--- config.mk ---
export PLATFORM = sky130hd
export DESIGN_NAME = latq_wr_seq
export DESIGN_NICKNAME = d
export VERILOG_FILES = /design/src/rtl/latq_wr_seq.sv
export SDC_FILE = /design/constraint.sdc
export NUM_CORES = 1
export LEC_CHECK = 0
export BUFFER_PORTS_ARGS = -buffer_cell sky130_fd_sc_hd__buf_2
export CORE_UTILIZATION = 45
export CTS_CLUSTER_DIAMETER = 60
export DETAILED_ROUTE_END_ITERATION = 8
export PLACE_DENSITY = 0.79
export SYNTH_ARGS = -nofsm -noshare
export SYNTH_HDL_FRONTEND = slang
export SYNTH_SLANG_ARGS = --single-unit
--- constraint.sdc ---
create_clock -name CLK -period 1.4 [get_ports CLK]
set_input_delay 0.14 -clock CLK [delete_from_list [all_inputs] [get_ports CLK]]
set_output_delay 0.14 -clock CLK [all_outputs]
set_load 0.005 [all_outputs]
--- src/rtl/latq_wr_seq.sv ---
// Write-pulse sequencer for a latch array: presents D, then pulses the
// high-transparent enable E with programmable setup, width and hold in CLK cycles.
module latq_wr_seq #(
    parameter int unsigned W         = 8,
    parameter int unsigned SETUP_CYC = 1,
    parameter int unsigned WIDTH_CYC = 2,
    parameter int unsigned HOLD_CYC  = 1
) (
    input  logic         CLK,
    input  logic         RST,
    input  logic         REQ_VALID,
    input  logic [W-1:0] REQ_D,
    output logic         REQ_READY,
    output logic [W-1:0] D,
    output logic         E,
    output logic         BUSY,
    output logic         DONE
);

    generate
        if (W == 0 || W > 32) begin : g_bad_w
            $error("latq_wr_seq: W must be in 1..32");
        end
        if (SETUP_CYC == 0 || SETUP_CYC > 15) begin : g_bad_setup
            $error("latq_wr_seq: SETUP_CYC must be in 1..15");
        end
        if (WIDTH_CYC == 0 || WIDTH_CYC > 15) begin : g_bad_width
            $error("latq_wr_seq: WIDTH_CYC must be in 1..15");
        end
        if (HOLD_CYC == 0 || HOLD_CYC > 15) begin : g_bad_hold
            $error("latq_wr_seq: HOLD_CYC must be in 1..15");
        end
    endgenerate

    localparam logic [3:0] SETUP_LD = 4'(SETUP_CYC - 1);
    localparam logic [3:0] WIDTH_LD = 4'(WIDTH_CYC - 1);
    localparam logic [3:0] HOLD_LD  = 4'(HOLD_CYC - 1);

    typedef enum logic [1:0] {
        IDLE,
        SETUP,
        PULSE,
        HOLD
    } state_t;

    state_t       r_state, w_state_nxt;
    logic [3:0]   r_cnt, w_cnt_nxt;
    logic [W-1:0] r_d, w_d_nxt;
    logic         r_e, w_e_nxt;
    logic         r_busy, w_busy_nxt;
    logic         r_done, w_done_nxt;

    always_ff @(posedge CLK) begin
        if (RST) begin
            r_state <= IDLE;
            r_cnt   <= '0;
            r_d     <= '0;
            r_e     <= 1'b0;
            r_busy  <= 1'b0;
            r_done  <= 1'b0;
        end else begin
            r_state <= w_state_nxt;
            r_cnt   <= w_cnt_nxt;
            r_d     <= w_d_nxt;
            r_e     <= w_e_nxt;
            r_busy  <= w_busy_nxt;
            r_done  <= w_done_nxt;
        end
    end

    // DONE is a pulse, so it defaults low; IDLE accepts even while DONE is up.
    always_comb begin
        w_state_nxt = r_state;
        w_cnt_nxt   = r_cnt;
        w_d_nxt     = r_d;
        w_e_nxt     = r_e;
        w_busy_nxt  = r_busy;
        w_done_nxt  = 1'b0;
        case (r_state)
            IDLE: begin
                if (REQ_VALID) begin
                    w_state_nxt = SETUP;
                    w_cnt_nxt   = SETUP_LD;
                    w_d_nxt     = REQ_D;
                    w_busy_nxt  = 1'b1;
                end
            end
            SETUP: begin
                if (r_cnt == '0) begin
                    w_state_nxt = PULSE;
                    w_cnt_nxt   = WIDTH_LD;
                    w_e_nxt     = 1'b1;
                end else begin
                    w_cnt_nxt = r_cnt - 4'd1;
                end
            end
            PULSE: begin
                if (r_cnt == '0) begin
                    w_state_nxt = HOLD;
                    w_cnt_nxt   = HOLD_LD;
                    w_e_nxt     = 1'b0;
                end else begin
                    w_cnt_nxt = r_cnt - 4'd1;
                end
            end
            HOLD: begin
                if (r_cnt == '0) begin
                    w_state_nxt = IDLE;
                    w_busy_nxt  = 1'b0;
                    w_done_nxt  = 1'b1;
                end else begin
                    w_cnt_nxt = r_cnt - 4'd1;
                end
            end
            default: begin
                w_state_nxt = IDLE;
                w_e_nxt     = 1'b0;
                w_busy_nxt  = 1'b0;
            end
        endcase
    end

    assign REQ_READY = (r_state == IDLE) && !RST;
    assign D         = r_d;
    assign E         = r_e;
    assign BUSY      = r_busy;
    assign DONE      = r_done;

endmodule
==> summary.md, run 1 <==
| Metric | Value |
|---|---|
| Initial drt markers | `27` |
| Post-Layout Cell Count | `156` |
| YS warnings | `0` |
| Number of library cell types mapped by synthesis | `29` |
| Global-route wire length before repair | `3030 um` |
| Largest net degree at the start of global routing | `20` |
| Clock skew | `7.07 ps` |
| Final hold vios | `0` |
| Vias in the first global route | `698` |
| WS Path Type | `flip-flop to flip-flop` |
| Critical path capture point type | `flip-flop` |
| Post-DRT Antenna Nets | `0` |
| Worst reg-to-reg setup slack | `20 ps` |
| Synthesized cell area | `835 um2` |
| Crit Path Max Fanout | `3` |
| Core area | `0.00173 mm2` |
| HPWL Detailed | `1380 um` |
| Startpoint types | `flip-flop` |
| Gr busiest metal | `met2` |
| VDD IR-drop max | `1.19 mV` |
| Top-count cell post-synth | `dfxtp_1` |
| Met1 GRT Util | `0.271` |
| Most used DFF post-synth | `dfxtp_1` |
| CTS tree | `done` |
| Met2 Resource Use GR | `0.336` |
| Die Ht | `45.1 um` |
| Outcome | `finished, final reports clean` |
| I/O pins | `23` |
| Synth top area cells | `dfxtp_1, ha_1, a21oi_1` |
| Final setup fails | `0` |
| Hold Path Stages | `3` |
| Top cells by count, synth | `dfxtp_1, nand2_1, a21oi_1` |
| Cell Rows | `15` |
| Total gr overflow | `0` |
| Total wire length | `2300 um` |
| Overall Power | `0.00210 W` |
| Final worst-path cycle share | `0.984` |
| Initial Utilization | `0.483` |
| Worst-path clk slew | `100 ps` |
| DRT Pass-1 Iters | `4` |
| Avg WL per Cell | `14.7 um` |
| Unrepaired setup endpoints after global routing | `yes` |
| Clk Latency, worst-skew pair | `300 ps` |
| Mapped Nets | `115` |
| Die W | `45.1 um` |
| Clock sinks | `17` |
| DRC viols | `0` |
| Via density per instance | `5.35` |
| Max-slew headroom | `0.727` |
| IO Port Bufs | `22` |
| Worst slew pin tran | `410 ps` |
| Crit path DAT | `1560 ps` |
| Max Slew Vio Count | `0` |
| Asr flop ratio synth | `0` |
| Fmax | `0.726 GHz` |
| Layout fillers | `142` |
| RePlAce Congestion | `0.775` |
| Minimum clock period | `1380 ps` |
| Max-cap viol count | `0` |
| Cells after Synth | `97` |
| Max Root-Sink Buffers | `2` |
| Share of the synthesized area in the top cell type | `0.408` |
| Nets@finish | `150` |
| Number of synthesized flops with an enable pin | `0` |
| Area Growth Syn to Fin | `48.6%` |
| Syn avg cell area | `8.60 um2` |
| GRT Util Overall | `0.213` |
| Post-synthesis sequential area ratio | `0.408` |
| DIE AREA | `0.00203 mm2` |
| Worst r2r path cells | `6` |
| Worst hold path class | `input port to flip-flop` |
| Met3 Usage GRT | `0.0360` |
| H-tree levels | `1` |
| TritonCTS Buffers | `3` |
| Vias after detailed routing | `834` |
| Final core occ | `0.718` |
| Hold buffers post-CTS | `0` |
| FF+latch count, synth | `17` |
| Area of the multi-input gates | `592 um2` |
| CTS Root Cell | `clkbuf_4` |
| Synth area leader | `dfxtp_1` |
| Leak Pwr | `0.523 nW` |
| Setup TNS | `0 ps` |
| Share of layout cells above drive strength 1 | `0.473` |
| Inserted Diodes | `0` |
| WP data required | `1580 ps` |
| FF+latch area | `350 um2` |
| Power density cells | `1700 mW/mm2` |
| Cells after DPL | `150` |
| Initial antenna violation count | `0` |
[power by group]
part | leakage (nW) | switching (W) | internal (W)
clock | 0.0150 | 0.000165 | 0.000111
combinational | 0.367 | 0.000556 | 0.000561
sequential | 0.141 | 0.000106 | 0.000604
total | 0.523 | 0.000827 | 0.00128
[stage by stage]
step,hold slack (ps),setup WS [ps],area (um2)
final,90.4,22.5,1240
after global routing,87.9,-53.0,1240
after CTS,83.0,-23.3,1120
after detailed placement,404,-137,1040
after global placement,393,-14.0,1040
after floorplan,287,11.0,835
[path summary, 6_finish.rpt]
kind	from	end
setup reg to reg	r_state[0]	r_state[0]
setup / recovery	r_state[0]	r_state[0]
hold / removal	REQ_D[7]	D[7]
hold reg to reg	D[2]	D[2]
[area by class of cell]
cell class	instances	area share
flip-flops and latches	17	0.283
well taps	25	0.0252
repair buffers	34	0.168
clock buffers	4	0.0212
inverters	6	0.0262
multi-input cells	70	0.477
[kinds of logic after synthesis]
kind of cell / Yosys count / synth area share
mux: 1 / 0.0120
simple gates: 40 / 0.258
compound gates: 22 / 0.172
flops: 17 / 0.408
buf+inv: 10 / 0.0450
fa+ha+maj: 7 / 0.105
[placed cells by master, fill, tap and decap left out, types with 2 or more instances in the layout]
master    instances
nor3_4            2
nand3b_1          2
buf_6             2
inv_2             2
a31oi_1           2
ha_4              5
nor2_1            2
dfxtp_4           2
clkbuf_4          3
dfxtp_2           2
dfxtp_1          13
a21oi_1          12
buf_4            10
inv_6             2
nand3_1          10
inv_1             2
buf_2            22
nand2_1          14
[worst max-delay path: stages, from the launching register on]
cell and delay (ps):
dfxtp_4 380, buf_6 120, ha_4 160, nor3_4 240, o21ai_2 140, nor3_2 150, a211oi_2 60
[state kept, by name, indices dropped and copies added (netlist names)]
| signal | flops |
|---|---|
| BUSY | 1 |
| DONE | 1 |
| D | 8 |
| E | 1 |
| r_cnt | 4 |
| r_state | 2 |
[layer usage]
metal  vias to the layer above  share of wire
li1                        409              -
met1                       395           0.39
met3                         6          0.041
met5                         -              0
met2                        24           0.55
met4                         0          0.021
[what timing repair did]
action / CTS / global route
pin swaps: 4 / 10
endpoints found under the setup margin: 9 / 8
gates resized for setup: 12 / 27
setup buffers: 2 / 2
(Power assumes the default switching activity.)
==> inputs of run 2 (changes only) <==
CORE_UTILIZATION = 35   (was 45)
PLACE_DENSITY = 0.65   (was 0.79)
==> summary.md, run 2 (same netlist as run 1, synthesis figures left out) <==
| Metric | Value |
|---|---|
| Startpoint types | `flip-flop` |
| Clock skew | `6.28 ps` |
| Total gr overflow | `0` |
| Crit Path Max Fanout | `5` |
| CTS Root Cell | `clkbuf_4` |
| I/O pins | `23` |
| Launch point of the worst reg-to-reg path | `r_cnt[0]` |
| WS Path Type | `flip-flop to flip-flop` |
| Crit path DAT | `1570 ps` |
| HP Start | `REQ_D[4]` |
| Fmax | `0.722 GHz` |
| TritonCTS Buffers | `3` |
| Global-route wire length before repair | `3300 um` |
| Final setup fails | `0` |
| Initial drt markers | `14` |
| Nets@finish | `151` |
| Post-route cell area | `0.00127 mm2` |
| Minimum clock period | `1390 ps` |
| Max-slew headroom | `0.710` |
| Post-DRT Antenna Nets | `0` |
| Outcome | `finished, final reports clean` |
| Total wire length | `2230 um` |
| Avg WL per Cell | `13.9 um` |
| Largest net degree at the start of global routing | `20` |
| Leak Pwr | `0.526 nW` |
| Inserted Diodes | `0` |
| Share of layout cells above drive strength 1 | `0.500` |
| CTS tree | `done` |
| DRT Pass-1 Iters | `4` |
| Die W | `50.8 um` |
| CP max-delay cell | `dfxtp_2` |
| Power density cells | `1680 mW/mm2` |
| Post-Layout Cell Count | `160` |
| Setup crit start | `r_cnt[0]` |
| Delay-heaviest family, CP | `flip-flops` |
| Critical path capture point type | `flip-flop` |
| Worst slew pin tran | `435 ps` |
| Max Root-Sink Buffers | `2` |
| VDD IR-drop max | `1.00 mV` |
| Core area | `0.00223 mm2` |
| Cell Rows | `17` |
| IO Port Bufs | `22` |
| Worst hold path class | `input port to flip-flop` |
| Area Growth Syn to Fin | `51.7%` |
| Largest register FFs | `8` |
| Vias after detailed routing | `835` |
| Die Ht | `50.8 um` |
| Unrepaired setup endpoints after global routing | `yes` |
| Final hold vios | `0` |
| Most frequent cells in the layout | `buf_2, nand2_1, dfxtp_1` |
| Setup TNS | `0 ps` |
| Buffers & Inverters on Critical Path | `1` |
| Crit path largest cell delay | `350 ps` |
| Initial Utilization | `0.374` |
| GRT Util Overall | `0.173` |
| Post-DP Area | `0.00105 mm2` |
| DIE AREA | `0.00258 mm2` |
| Cells after DPL | `155` |
| Vias in the first global route | `745` |
| HPWL Detailed | `1370 um` |
| Initial antenna violation count | `0` |
| DRC viols | `0` |
| Max Slew Vio Count | `0` |
| RePlAce Congestion | `0.704` |
| Via density per instance | `5.22` |
| Hold buffers post-CTS | `0` |
| WP data required | `1580 ps` |
| Clock sinks | `17` |
| Commonest non-fill, non-tap cell in the layout | `buf_2` |
| Clk Latency, worst-skew pair | `300 ps` |
| Worst-path clk slew | `100 ps` |
| Final worst-path cycle share | `0.990` |
| H-tree levels | `1` |
| Max-cap viol count | `0` |
| CP cell instances | `inv_2 > ha_4 > nor3b_4 > o21ai_2 > mux2i_1 > nor2_1` |
[run 2: cell types whose count changed in the layout (fill, tap and decap cells not counted), sizes merged]
cell | before | now
buf | 34 | 35
[run 2: routing by layer]
layer / GRT usage / vias to the layer above / part of all wire
met5: 0 / - / 0
met4: 0.0556 / 0 / 0.026
met3: 0.0625 / 8 / 0.049
met2: 0.276 / 20 / 0.49
met1: 0.215 / 397 / 0.43
li1: - / 410 / -
[run 2: path summary, 6_finish.rpt]
kind	endpoint	cells past startpoint	slack, ps
setup / recovery	r_state[1]	6	10
hold / removal	D[4]	3	90
setup reg to reg	r_state[1]	6	10
hold reg to reg	D[7]	2	450
[run 2: layout make-up]
cell class / count / area [um2]
Clock buffer: 4 / 26.3
Fill cell: 209 / 967
Inverter: 6 / 27.5
Multi-Input combinational cell: 70 / 612
Sequential cell: 17 / 350
Tap cell: 28 / 35.0
Timing Repair Buffer: 35 / 215
[run 2: per-stage QoR]
stage | total power [W] | setup WS [ps] | hold slack, ps | util
4_1_cts | 0.00196 | -3.62 | 75.4 | 0.524
6_report | 0.00213 | 14.0 | 86.6 | 0.567
2_1_floorplan | 0.00115 | 11.0 | 287 | -
3_5_place_dp | 0.00150 | -113 | 401 | 0.472
3_3_place_gp | 0.00146 | -20.8 | 393 | 0.472
5_1_grt | 0.00228 | -65.9 | 89.1 | 0.567
[run 2: tightest hold or removal path: stages]
cell	delay [ps]
buf_2	90
nand3_1	50
a21oi_1	50
[run 2: what timing repair did]
item	in CTS	in global routing
pin swaps	6	5
setup buffers	2	1
setup endpoints to repair	9	8
resized for setup	18	22
[run 2: where the power goes]
part | leakage [nW] | switching (W) | internal [W]
logic | 0.370 | 0.000577 | 0.000585
clock network | 0.0150 | 0.000156 | 0.000111
registers | 0.141 | 0.0000965 | 0.000603
total | 0.526 | 0.000829 | 0.00130
